<file path="config.mk">
export PLATFORM = sky130hd
export DESIGN_NAME = prog_seq_flat
export DESIGN_NICKNAME = d
export VERILOG_FILES = /design/src/rtl/prog_seq_if.sv /design/src/rtl/prog_seq.sv /design/src/flat_wrapper.sv
export SDC_FILE = /design/constraint.sdc
export NUM_CORES = 1
export LEC_CHECK = 0
export BUFFER_PORTS_ARGS = -buffer_cell sky130_fd_sc_hd__buf_2
export CELL_PAD_IN_SITES_DETAIL_PLACEMENT = 1
export CELL_PAD_IN_SITES_GLOBAL_PLACEMENT = 1
export CORE_MARGIN = 1.5
export CORE_UTILIZATION = 40
export CTS_BUF_LIST = sky130_fd_sc_hd__clkbuf_2 sky130_fd_sc_hd__clkbuf_4 sky130_fd_sc_hd__clkbuf_8
export DETAILED_ROUTE_END_ITERATION = 10
export PLACE_DENSITY = 0.94
export SYNTH_ARGS = -nofsm -noshare
export SYNTH_HDL_FRONTEND = slang
export SYNTH_SLANG_ARGS = --single-unit
</file>
<file path="constraint.sdc">
create_clock -name clk -period 2.7 [get_ports clk]
set_clock_uncertainty 0.05 [all_clocks]
set_input_delay 0.405 -clock clk [delete_from_list [all_inputs] [get_ports clk]]
set_output_delay 0.405 -clock clk [all_outputs]
set_load 0.01 [all_outputs]
</file>
<file path="src/rtl/prog_seq_if.sv">
`default_nettype none
// ============================================================================
// Module   : prog_seq_if
// Brief    : Control/status bundle between decoder/ALU (master) and prog_seq.
// Revision : 1.0
// ============================================================================
interface prog_seq_if #(
    parameter int L     = 10,
    parameter int NPROG = 3
);
    localparam int PW = (NPROG > 1) ? $clog2(NPROG) : 1;

    logic          start;
    logic          halt;
    logic          branch_abs;
    logic          branch_rel;
    logic          cond;
    logic          alu_flag;
    logic          call;
    logic          ret;
    logic [L-1:0]  target;
    logic [L-1:0]  prog_ctr;
    logic [PW-1:0] prog_num;
    logic          running;
    logic          done;
    logic          stack_err;

    modport master (
        output start, halt, branch_abs, branch_rel, cond, alu_flag, call, ret, target,
        input  prog_ctr, prog_num, running, done, stack_err
    );

    modport slave (
        input  start, halt, branch_abs, branch_rel, cond, alu_flag, call, ret, target,
        output prog_ctr, prog_num, running, done, stack_err
    );
endinterface
`default_nettype wire

</file>
<file path="src/rtl/prog_seq.sv">
`default_nettype none
// ============================================================================
// Module   : prog_seq
// Brief    : Multi-program sequencer with branch/call/return; the return-address
//            stack is present only when PROG_SEQ_RAS_EN is defined.
// Revision : 1.0
// ============================================================================
module prog_seq #(
    parameter int L           = 10,
    parameter int NPROG       = 3,
    parameter int PROG_STRIDE = 256,
    parameter int DEPTH       = 4
) (
    input  logic      clk,
    input  logic      rst,
    prog_seq_if.slave bus
);
    localparam int            PW        = (NPROG > 1) ? $clog2(NPROG) : 1;
    localparam logic [PW-1:0] LAST_PROG = PW'(NPROG - 1);

    typedef enum logic [1:0] {
        S_IDLE = 2'd0,
        S_RUN  = 2'd1,
        S_HALT = 2'd2
    } state_t;

    state_t        state_q, state_d;
    logic [L-1:0]  pc_q, pc_d;
    logic [PW-1:0] num_q, num_d;
    logic [L-1:0]  w_pc_inc;
    logic          w_taken;

    function automatic logic [L-1:0] base_of(input logic [PW-1:0] k);
        logic [31:0] prod;
        prod = 32'(k) * 32'(PROG_STRIDE);
        return prod[L-1:0];
    endfunction

    assign w_pc_inc = pc_q + L'(1);
    assign w_taken  = !bus.cond || bus.alu_flag;

`ifdef PROG_SEQ_RAS_EN
    localparam int           AW     = $clog2(DEPTH);
    localparam logic [AW:0]  SP_ONE = (AW + 1)'(1);
    localparam logic [AW:0]  FULL   = (AW + 1)'(DEPTH);

    logic [L-1:0] stk_q [DEPTH];
    logic [AW:0]  sp_q;
    logic [AW:0]  w_sp_m1;
    logic         err_q;
    logic         w_push, w_pop, w_clear, w_err_set;

    assign w_sp_m1 = sp_q - SP_ONE;
`endif

    always_comb begin
        state_d = state_q;
        pc_d    = pc_q;
        num_d   = num_q;
`ifdef PROG_SEQ_RAS_EN
        w_push    = 1'b0;
        w_pop     = 1'b0;
        w_clear   = 1'b0;
        w_err_set = 1'b0;
`endif
        case (state_q)
            S_IDLE: begin
                if (bus.start) begin
                    state_d = S_RUN;
                    pc_d    = base_of(num_q);
                end
            end
            S_HALT: begin
                if (bus.start && (num_q != LAST_PROG)) begin
                    state_d = S_RUN;
                    num_d   = num_q + PW'(1);
                    pc_d    = base_of(num_q + PW'(1));
`ifdef PROG_SEQ_RAS_EN
                    w_clear = 1'b1;
`endif
                end
            end
            S_RUN: begin
                pc_d = w_pc_inc;
                if (bus.halt) begin
                    state_d = S_HALT;
                    pc_d    = pc_q;
                end
`ifdef PROG_SEQ_RAS_EN
                else if (bus.ret) begin
                    if (sp_q != '0) begin
                        pc_d  = stk_q[w_sp_m1[AW-1:0]];
                        w_pop = 1'b1;
                    end else begin
                        w_err_set = 1'b1;
                    end
                end
                else if (bus.call) begin
                    // A full stack still takes the jump; only the push is lost.
                    if (w_taken) begin
                        pc_d = bus.target;
                        if (sp_q == FULL) w_err_set = 1'b1;
                        else              w_push    = 1'b1;
                    end
                end
`else
                else if (bus.call) begin
                    if (w_taken) pc_d = bus.target;
                end
`endif
                else if (bus.branch_abs) begin
                    if (w_taken) pc_d = bus.target;
                end
                else if (bus.branch_rel) begin
                    if (w_taken) pc_d = pc_q + bus.target;
                end
            end
            default: state_d = S_IDLE;
        endcase
    end

    always_ff @(posedge clk) begin
        if (rst) begin
            state_q <= S_IDLE;
            pc_q    <= '0;
            num_q   <= '0;
        end else begin
            state_q <= state_d;
            pc_q    <= pc_d;
            num_q   <= num_d;
        end
    end

`ifdef PROG_SEQ_RAS_EN
    always_ff @(posedge clk) begin
        if (w_push) stk_q[sp_q[AW-1:0]] <= w_pc_inc;
    end

    always_ff @(posedge clk) begin
        if (rst) begin
            sp_q  <= '0;
            err_q <= 1'b0;
        end else begin
            if (w_err_set) err_q <= 1'b1;
            if (w_clear)     sp_q <= '0;
            else if (w_push) sp_q <= sp_q + SP_ONE;
            else if (w_pop)  sp_q <= w_sp_m1;
        end
    end

    assign bus.stack_err = err_q;
`else
    logic w_unused;
    assign w_unused      = bus.ret;
    assign bus.stack_err = 1'b0;
`endif

    assign bus.prog_ctr = pc_q;
    assign bus.prog_num = num_q;
    assign bus.running  = (state_q == S_RUN);
    assign bus.done     = (state_q == S_HALT);
endmodule
`default_nettype wire

</file>
<file path="src/flat_wrapper.sv">
// flat-port wrapper written by rule: the top's interface ports become plain ports
module prog_seq_flat 
#(
    parameter int L           = 10,
    parameter int NPROG       = 3,
    parameter int PROG_STRIDE = 256,
    parameter int DEPTH       = 4
)
  (clk, rst, bus_start, bus_halt, bus_branch_abs, bus_branch_rel, bus_cond, bus_alu_flag, bus_call, bus_ret, bus_target, bus_prog_ctr, bus_prog_num, bus_running, bus_done, bus_stack_err);
  prog_seq_if #(.L(L), .NPROG(NPROG)) bus_i ();
  input  logic clk;
  input  logic rst;
  input wire logic [$bits(bus_i.start)-1:0] bus_start;
  input wire logic [$bits(bus_i.halt)-1:0] bus_halt;
  input wire logic [$bits(bus_i.branch_abs)-1:0] bus_branch_abs;
  input wire logic [$bits(bus_i.branch_rel)-1:0] bus_branch_rel;
  input wire logic [$bits(bus_i.cond)-1:0] bus_cond;
  input wire logic [$bits(bus_i.alu_flag)-1:0] bus_alu_flag;
  input wire logic [$bits(bus_i.call)-1:0] bus_call;
  input wire logic [$bits(bus_i.ret)-1:0] bus_ret;
  input wire logic [$bits(bus_i.target)-1:0] bus_target;
  output wire logic [$bits(bus_i.prog_ctr)-1:0] bus_prog_ctr;
  output wire logic [$bits(bus_i.prog_num)-1:0] bus_prog_num;
  output wire logic [$bits(bus_i.running)-1:0] bus_running;
  output wire logic [$bits(bus_i.done)-1:0] bus_done;
  output wire logic [$bits(bus_i.stack_err)-1:0] bus_stack_err;
  assign bus_i.start = bus_start;
  assign bus_i.halt = bus_halt;
  assign bus_i.branch_abs = bus_branch_abs;
  assign bus_i.branch_rel = bus_branch_rel;
  assign bus_i.cond = bus_cond;
  assign bus_i.alu_flag = bus_alu_flag;
  assign bus_i.call = bus_call;
  assign bus_i.ret = bus_ret;
  assign bus_i.target = bus_target;
  assign bus_prog_ctr = bus_i.prog_ctr;
  assign bus_prog_num = bus_i.prog_num;
  assign bus_running = bus_i.running;
  assign bus_done = bus_i.done;
  assign bus_stack_err = bus_i.stack_err;
  prog_seq #(.L(L), .NPROG(NPROG), .PROG_STRIDE(PROG_STRIDE), .DEPTH(DEPTH)) u_core (.clk(clk), .rst(rst), .bus(bus_i));
endmodule
</file>
* Word-level counts from Yosys, hierarchy flattened
Cells that the tools add are included.
Widths: inputs -> output; s select.
** Operators by class
- $add $sub $neg :: 3
- Equal/unequal tests :: 7
- Mux-type cells :: 13
- Reduce and logical (&&, ||, !) cells :: 8
** Operators by type and width (count)
- $mux 10 :: 8
- $pmux 10 s3 :: 1
- $add 10x1->10 const B :: 1
- $add 10x10->10 :: 1
- $ne 2x2->1 const B :: 4
- $mux 2 :: 3
- $pmux 2 s3 :: 1
- $reduce_and 4->1 :: 1
- $reduce_and 3->1 :: 1
- $reduce_bool 3->1 :: 1
- $add 2x1->2 const B :: 1
- $eq 2x1->1 const B :: 1
- $eq 2x2->1 const B :: 1
- $logic_not 2->1 :: 1
- $ne 2x1->1 const B :: 1
- $reduce_and 2->1 :: 1
- $logic_and 1x1->1 :: 1
- $logic_not 1->1 :: 1
- $logic_or 1x1->1 :: 1
** Storage, ports and cells
- Register bits after elaboration :: 14
- Input bits :: 20
- Output and inout port bits :: 15
- Logic and storage cells :: 34

* Logic depth before layout (Yosys ltp)
Gate-level depths: netlist of run 1.
- Depth after elaboration :: 8
- Depth in mapped cells :: 9
- Mapped depth without buffers :: 9

* Least setup slack after synthesis of run 1
Ideal clock, no wire load.
- Kind :: register to register
- Start point :: register u_core.pc_q[0] (netlist: u_core.bus.prog_ctr[0])
- End point :: register u_core.pc_q[8] (netlist: u_core.bus.prog_ctr[8])
- Setup time :: 0.062 ns
- Arrival :: 2.118 ns
- Data required time :: 2.588 ns
- Slack :: 0.469 ns
- Stages on the path, launching flop included :: 10
- Buffers on the path :: 0
- Clock period less this slack :: 2.231 ns
- Cells stage by stage :: dfxtp_1 -> ha_1 -> inv_1 -> fa_1 -> nor2b_1 -> o211ai_1 -> a21boi_1 -> o41ai_1 -> or4b_1 -> nand3_1
** Between the ends
- Word-level cells in the longest chain between the ends :: 7
- Elaborated cells between the ends (all ways) :: 9
- Those cells by class :: add/sub: 2; mux: 7
** RTL lines
- from (decl) :: line prog_seq.sv:28 : logic [L-1:0] pc_q, pc_d;
- from (signal assigned) :: line prog_seq.sv:129 : pc_q <= pc_d;
- $add 10x1->10 or $add 10x10->10 (tied branches) :: line prog_seq.sv:39, prog_seq.sv:115
- $mux 10 :: line prog_seq.sv:115 : if (w_taken) pc_d = pc_q + bus.target;
- $mux 10 :: line prog_seq.sv:114 : else if (bus.branch_rel) begin
- $mux 10 :: line prog_seq.sv:111 : else if (bus.branch_abs) begin
- $mux 10 * :: line prog_seq.sv:107 : else if (bus.call) begin
- $mux 10 * :: line prog_seq.sv:85 : if (bus.halt) begin
- $pmux 10 s3 * :: line prog_seq.sv:66 : case (state_q)
Every way passes the cells marked *; elsewhere a longest branch is shown, timed or not. The select of a mux whose other input is x is not followed.
A chain may end at the register's enable or synchronous reset.

* Final worst setup path of run 1
Ends and elaborated chain as after synthesis.

==> summary.txt, run 1 <==
STA
  – Final Hold Vio Count: 0
  – Final period util: about nine tenths
  – Setup TNS: 0 ns
  – Fin crit period: between 2 and 2.5 ns
  – Worst relative slew slack: 65.59%
  – RSZ-0062 raised after global routing: no
  – Final Slew Violations: 0
  – Final setup vio count: 0
  – Fmax: between 400 and 500 MHz
  – Worst slew pin tran: roughly 0.51 ns
  – Final hold slack: about 0.40 ns

Yosys
  – Sequential area share after synthesis: between 10% and 20%
  – Gate Count Post-Synth: a little under 200
  – Synth Cell Area: 1503 sq um
  – Syn_nets: 230
  – Async SR Flop Fraction: 0%
  – Yosys Warn Count: 0
  – Yosys reg bits: 14
  – Syn_area_per_cell: just under 8 sq um
  – Ys flop type: dfxtp_1
  – EDFF count, synth: 0
  – Synth cell types: 52

Drt
  – DRC violations left: 0
  – Vias: around 1,600
  – WL per Instance: ~16 microns
  – Final ANT Viol Nets: 0
  – Via density: about 5.8
  – Routed Wire Length: ~4300 microns
  – Initial drt markers: 55
  – Drt first pass iters: 4

Worst setup path
  – Worst EP arrival: between 2 and 3 ns
  – Crit start category: register
  – Crit path max fanout: 7
  – Critical Path RT: between 2 and 3 ns
  – Critical Path End Type: register
  – Setup Crit Path Kind: reg2reg

Clock network
  – Worst-Skew Late Latency: between 0.2 and 0.3 ns
  – Post-cts sizing count: 0
  – # hold bufs at CTS: 0
  – Root buffer cell: clkbuf_8
  – Clk sinks: 14
  – TritonCTS clock tree: built
  – Post-CTS Setup Bufs: 0
  – Clock-pin slew on the worst setup and hold paths: approximately 0.070 ns
  – Max Root-Sink Buffers: 2
  – TritonCTS buffer count: 3
  – Max H-tree Level: 1

Pwr
  – Worst IR Drop VDD: ~0.17 mV
  – Clk pwr share: between 20% and 30%
  – Switching Power: roughly 380 uW
  – Switching Share: 41.80%
  – Seq pwr share: ~30%
  – Leak: ~0.7 nW
  – Comb power frac: approximately 46%
  – Internal power: 523.8 uW
  – PD cells: between 500 and 600 nW/um^2

Layout
  – Share of cells above drive strength 1: between 20% and 30%
  – Final nets: roughly 260
  – Antenna Cells: 0
  – Final non-filler cell total: ~270
  – Total of fill cells in the finished design: between 400 and 500
  – Synthesis-to-finish area growth: 16.40%
  – Final core occ: approximately half

Place
  – Inst Count DP: 270
  – HPWL Detailed: approximately 3500 microns
  – Port Buf Inserts: 32
  – Placer Congestion: between 0.8 and 0.9

Floorplan
  – Core area: ~3600 sq um
  – # rows: 22
  – Horiz. Die Dim: ~64 microns
  – I/O Pins: 35
  – Initial Util: between 40 and 50%
  – Die height: about 64 microns
  – Die ar.: between 4000 and 5000 sq um

GRT
  – Grt ovf: 0
  – Antenna violations before repair: 0
  – Global-route usage over all layers: between 20% and 30%
  – Vias in the first global route: ~1,600
  – Largest net degree at the start of global routing: 15
  – Wire length of the first global-routing pass: approximately 7500 microns

Run status
  – Status: finished clean

Hold path
  – Worst Hold Class: in2reg

Flow run
  – Max cap viols: 0
[worst max-delay path, cell delays in order, from the launching register on]
cell	delay (ns)
dfxtp_2	0.38
ha_1	0.20
inv_1	0.06
fa_1	0.40
nor2b_1	0.19
o211ai_1	0.11
a21boi_1	0.23
o41ai_1	0.13
or4b_1	0.50
nand3_1	0.09
[per-layer routing]
layer / wire, microns / GRT usage [%] / up-vias
li1: - / - / 778
met4: 74 / 10.64 / 0
met2: 2188 / 39.45 / 29
met1: 1923 / 29.35 / 777
met5: 0 / 0 / -
met3: 144 / 2.289 / 7
[metrics by stage]
| step | power, mW | area (sq um) | setup WS (ns) |
|---|---|---|---|
| floorplan | 0.5643 | 1503 | 0.4693 |
| global placement | 0.6621 | 1693 | 0.2881 |
| detailed placement | 0.6872 | 1693 | 0.2120 |
| CTS | 0.9076 | 1748 | 0.2266 |
| global route | 0.9662 | 1749 | 0.06040 |
| finish | 0.9000 | 1749 | 0.2997 |
[power by group through the flow]
stage          clock network (mW)  registers [mW]  logic [mW]
2_1_floorplan                   0           0.273       0.291
3_5_place_dp                    0           0.273       0.414
5_1_grt                     0.230           0.274       0.462
6_report                    0.217           0.269       0.415
4_1_cts                     0.221           0.269       0.417
3_3_place_gp                    0           0.271       0.391
[area by class of cell]
type                    instances  area, sq um  share of cell area [%]
multi-input cells             165         1147                   65.59
well taps                      48        60.06                   3.433
clock buffers                   4        55.05                   3.147
repair buffers                 33        167.7                   9.585
flip-flops and latches         14        281.5                   16.09
inverters                      10        37.54                   2.146
[cell families (layout without fill, tap and decap cells)]
kind of cell    count (synthesis)  after routing  share of synthesized area [%]
compound gates                 55             55                          25.98
other cells                     1              1                         0.2496
simple gates                   79             79                          28.15
buf+inv                        15             47                          4.996
fa+ha+maj                      16             16                          13.82
xor+xnor                       14             14                          8.160
flops                          14             14                          18.65
[final timing paths]
| kind | start | to | slack [ns] | depth (start not counted) |
|---|---|---|---|---|
| setup / recovery | u_core.bus.prog_ctr[0]$_SDFFE_PP0P_ | u_core.bus.prog_ctr[8]$_SDFFE_PP0P_ | 0.30 | 9 |
| hold / removal | bus_target[3] | u_core.bus.prog_ctr[3]$_SDFFE_PP0P_ | 0.40 | 3 |
| setup reg to reg | u_core.bus.prog_ctr[0]$_SDFFE_PP0P_ | u_core.bus.prog_ctr[8]$_SDFFE_PP0P_ | 0.30 | 9 |
| hold reg to reg | u_core.bus.prog_ctr[0]$_SDFFE_PP0P_ | u_core.bus.prog_ctr[0]$_SDFFE_PP0P_ | 0.45 | 2 |
[synth_stat cells, drive strengths merged, types with 3 or more instances]
master / number / area (sq um)
a31oi: 4 / 25.02
nand2b: 3 / 33.79
nor3: 8 / 51.30
xor2: 5 / 43.79
xnor2: 9 / 78.83
nand3: 8 / 40.04
a21oi: 11 / 66.32
nor2b: 3 / 18.77
buf: 3 / 30.03
or3: 3 / 18.77
a32oi: 3 / 26.28
ha: 15 / 187.7
inv: 10 / 37.53
nor2: 20 / 77.58
dfxtp: 14 / 280.3
nand2: 22 / 82.58
o211ai: 3 / 22.52
nand4: 4 / 25.02
o21ai: 13 / 72.57
[flip-flops by register name, summed over array words and instances, names as in the netlist]
register / flops
u_core.bus.prog_ctr: 10
u_core.bus.prog_num: 2
u_core.state_q: 2
[placed cells by master (no fill, tap or decap), types with 5 or more instances in the layout]
master / instances
dfxtp_1: 13
ha_1: 15
o21ai_1: 6
a21oi_1: 10
buf_2: 32
nor3_1: 7
xnor2_1: 9
xor2_1: 5
nor2_1: 19
nand3_1: 8
nand2_1: 22
o21ai_0: 5
inv_1: 9
Power figures use the tool's default switching activity.
==> run 2, diff against run 1 <==
Settings changed: ABC_AREA set to 1, CORE_UTILIZATION 40 to 39.
==> run 2 against run 1 <==
Net effect:
- count of clock-buffer cells in the layout unchanged
- global-route usage is 0.88 points higher
- sequential cell count stayed put
- sequential share of layout area down 0.89 points
- cell area increased by 5.4%
- hold slack improved by 0.044 ns
- largest power group unchanged
==> summary.txt, run 2 <==
Hold path
  – Worst Hold Class: in2reg

STA
  – Final setup vio count: 0
  – Fmax: ~460 MHz
  – Final period util: ~81%
  – Setup TNS: 0 ns
  – Final Slew Violations: 0
  – RSZ-0062 raised after global routing: no
  – Fin crit period: 2.195 ns
  – Final Hold Vio Count: 0

Place
  – HPWL Detailed: 3778 microns
  – Placer Congestion: roughly 0.87
  – Post-Place Cell Area: 1788 sq um
  – Port Buf Inserts: 32
  – Inst Count DP: around 330

Yosys
  – Synth cell count leaders: nand2_1, inv_1, a21oi_1
  – Synth cell types: 34
  – Top cells by area, synth: dfxtp_1, nand2_1, ha_1, inv_1, a21oi_1
  – EDFF count, synth: 0
  – Syn_area_per_cell: ~6.4 sq um
  – Synth Cell Area: approximately 1600 sq um
  – Yosys reg bits: 14
  – Yosys Warn Count: 0
  – Synth area leader: dfxtp_1
  – Most common cell in the netlist: nand2_1
  – Gate Count Post-Synth: approximately 250
  – Syn_nets: 285
  – Ys flop type: dfxtp_1
  – Async SR Flop Fraction: 0%
  – Top cell type's share of synthesized area: 17.54%
  – Sequential area share after synthesis: between 10% and 20%

Clock network
  – Worst-Skew Late Latency: approximately 0.26 ns
  – Root buffer cell: clkbuf_8
  – Clock-pin slew on the worst setup and hold paths: approximately 0.060 ns
  – Post-cts sizing count: 0
  – Clk sinks: 14
  – # hold bufs at CTS: 0
  – Max Root-Sink Buffers: 2
  – TritonCTS buffer count: 3
  – Max H-tree Level: 1
  – TritonCTS clock tree: built
  – Post-CTS Setup Bufs: 0

Layout
  – Max FFs per register: 10
  – Most frequent cells in the layout: nand2_1, buf_2, inv_1
  – Share of cells above drive strength 1: between 20 and 25%
  – Final core occ: 46.41%
  – Commonest non-fill, non-tap cell in the layout: nand2_1
  – Final nets: approximately 320
  – Final non-filler cell total: 330
  – Antenna Cells: 0
  – Final Instance Area: between 1500 and 2000 sq um
  – Synthesis-to-finish area growth: 15.35%

Drt
  – Routed Wire Length: 4788 microns
  – WL per Instance: about 15 microns
  – Vias: ~1,700
  – Via density: approximately 5.2
  – Final ANT Viol Nets: 0
  – DRC violations left: 0
  – Initial drt markers: slightly below 60
  – Drt first pass iters: 8

GRT
  – Vias in the first global route: roughly 1,800
  – Wire length of the first global-routing pass: around 8200 microns
  – Global-route usage over all layers: around a quarter
  – Grt ovf: 0
  – Largest net degree at the start of global routing: 15
  – Antenna violations before repair: 0

Worst setup path
  – Setup Crit Path Kind: reg2reg
  – Worst EP arrival: between 2 and 2.5 ns
  – Critical Path End Type: register
  – Crit start category: register
  – Critical Path RT: roughly 2.8 ns
  – Crit path max fanout: 7

Pwr
  – Leak: just under 0.9 nW
  – PD cells: roughly 570 nW/um^2
  – Worst IR Drop VDD: slightly above 0.4 mV
  – Pwr Total: about 1.1 mW

Floorplan
  – Die ar.: approximately 4500 sq um
  – Die height: approximately 67 microns
  – Horiz. Die Dim: ~67 microns
  – Core area: around 4000 sq um
  – Initial Util: between 40% and 50%
  – I/O Pins: 35
  – # rows: 23

Run status
  – Status: finished clean

Flow run
  – Max cap viols: 0
==> run 2: cell types whose count changed after synthesis, moves of 3 or more <==
cell and change:
nor3_1 -7, or3_1 -3, a32oi_1 -3, xnor2_1 -5
a21oi_2 +4, nand2_1 +49, nor2_4 +7, inv_1 +21
nor2b_1 -3, nand3_1 +5, inv_2 +3, a21oi_1 +9
==> run 2: layout make-up <==
class	instances	area [sq um]
inverters	35	132.6
repair buffers	32	160.2
flip-flops and latches	14	280.3
fillers	568	2128
clock buffers	4	55.05
multi-input cells	195	1152
well taps	50	62.56
==> run 2: kinds of logic after synthesis <==
family,after synthesis,synth area share (%)
other,1,0.2347
adder cells (fa/ha/maj),16,13.00
AND/OR/NAND/NOR,121,35.40
XOR/XNOR,7,3.837
AO/OA/AOI/OAI,50,19.65
flip-flops,14,17.54
buffers and inverters,40,10.34
==> run 2: routing by layer <==
metal  part of all wire, %  global-route usage (%)
met2                    53                   46.29
met3                   2.9                   4.730
met5                     0                       0
met4                  0.96                   3.827
met1                    43                   27.28
==> run 2: where the power goes <==
group	internal (mW)	total (mW)	switching, mW
registers	0.240	0.278	0.0381
logic	0.198	0.556	0.358
clock network	0.130	0.220	0.0905
total	0.567	1.05	0.487
==> run 2: path summary, 6_finish.rpt <==
| check | start | end | cells after the start | slack [ns] |
|---|---|---|---|---|
| worst max-delay path | u_core.bus.prog_ctr[0]$_SDFFE_PP0P_ | u_core.bus.prog_ctr[8]$_SDFFE_PP0P_ | 13 | 0.51 |
| worst min-delay path | bus_halt | u_core.bus.prog_ctr[0]$_SDFFE_PP0P_ | 4 | 0.44 |
| worst max register to register | u_core.bus.prog_ctr[0]$_SDFFE_PP0P_ | u_core.bus.prog_ctr[8]$_SDFFE_PP0P_ | 13 | 0.51 |
| worst min register to register | u_core.bus.prog_num[1]$_SDFFE_PP0P_ | u_core.bus.prog_num[1]$_SDFFE_PP0P_ | 2 | 0.48 |
==> run 2: stage by stage <==
step,hold WS (ns),setup slack (ns)
finish,0.4439,0.5050
detailed placement,0.4665,0.5697
floorplan,0.4241,0.7608
CTS,0.4325,0.5100
global placement,0.4423,0.6291
global route,0.4856,0.3044
==> run 2: worst max-delay path, stage by stage (launching register included) <==
cell,delay (ns)
dfxtp_1,0.48
ha_1,0.22
inv_1,0.09
fa_1,0.43
o21ai_2,0.24
nand2_1,0.10
nand2_1,0.08
nand2_1,0.05
nand3_1,0.07
nand2_1,0.05
nand2_1,0.06
nand2_1,0.05
nand2_1,0.05
a21oi_1,0.05
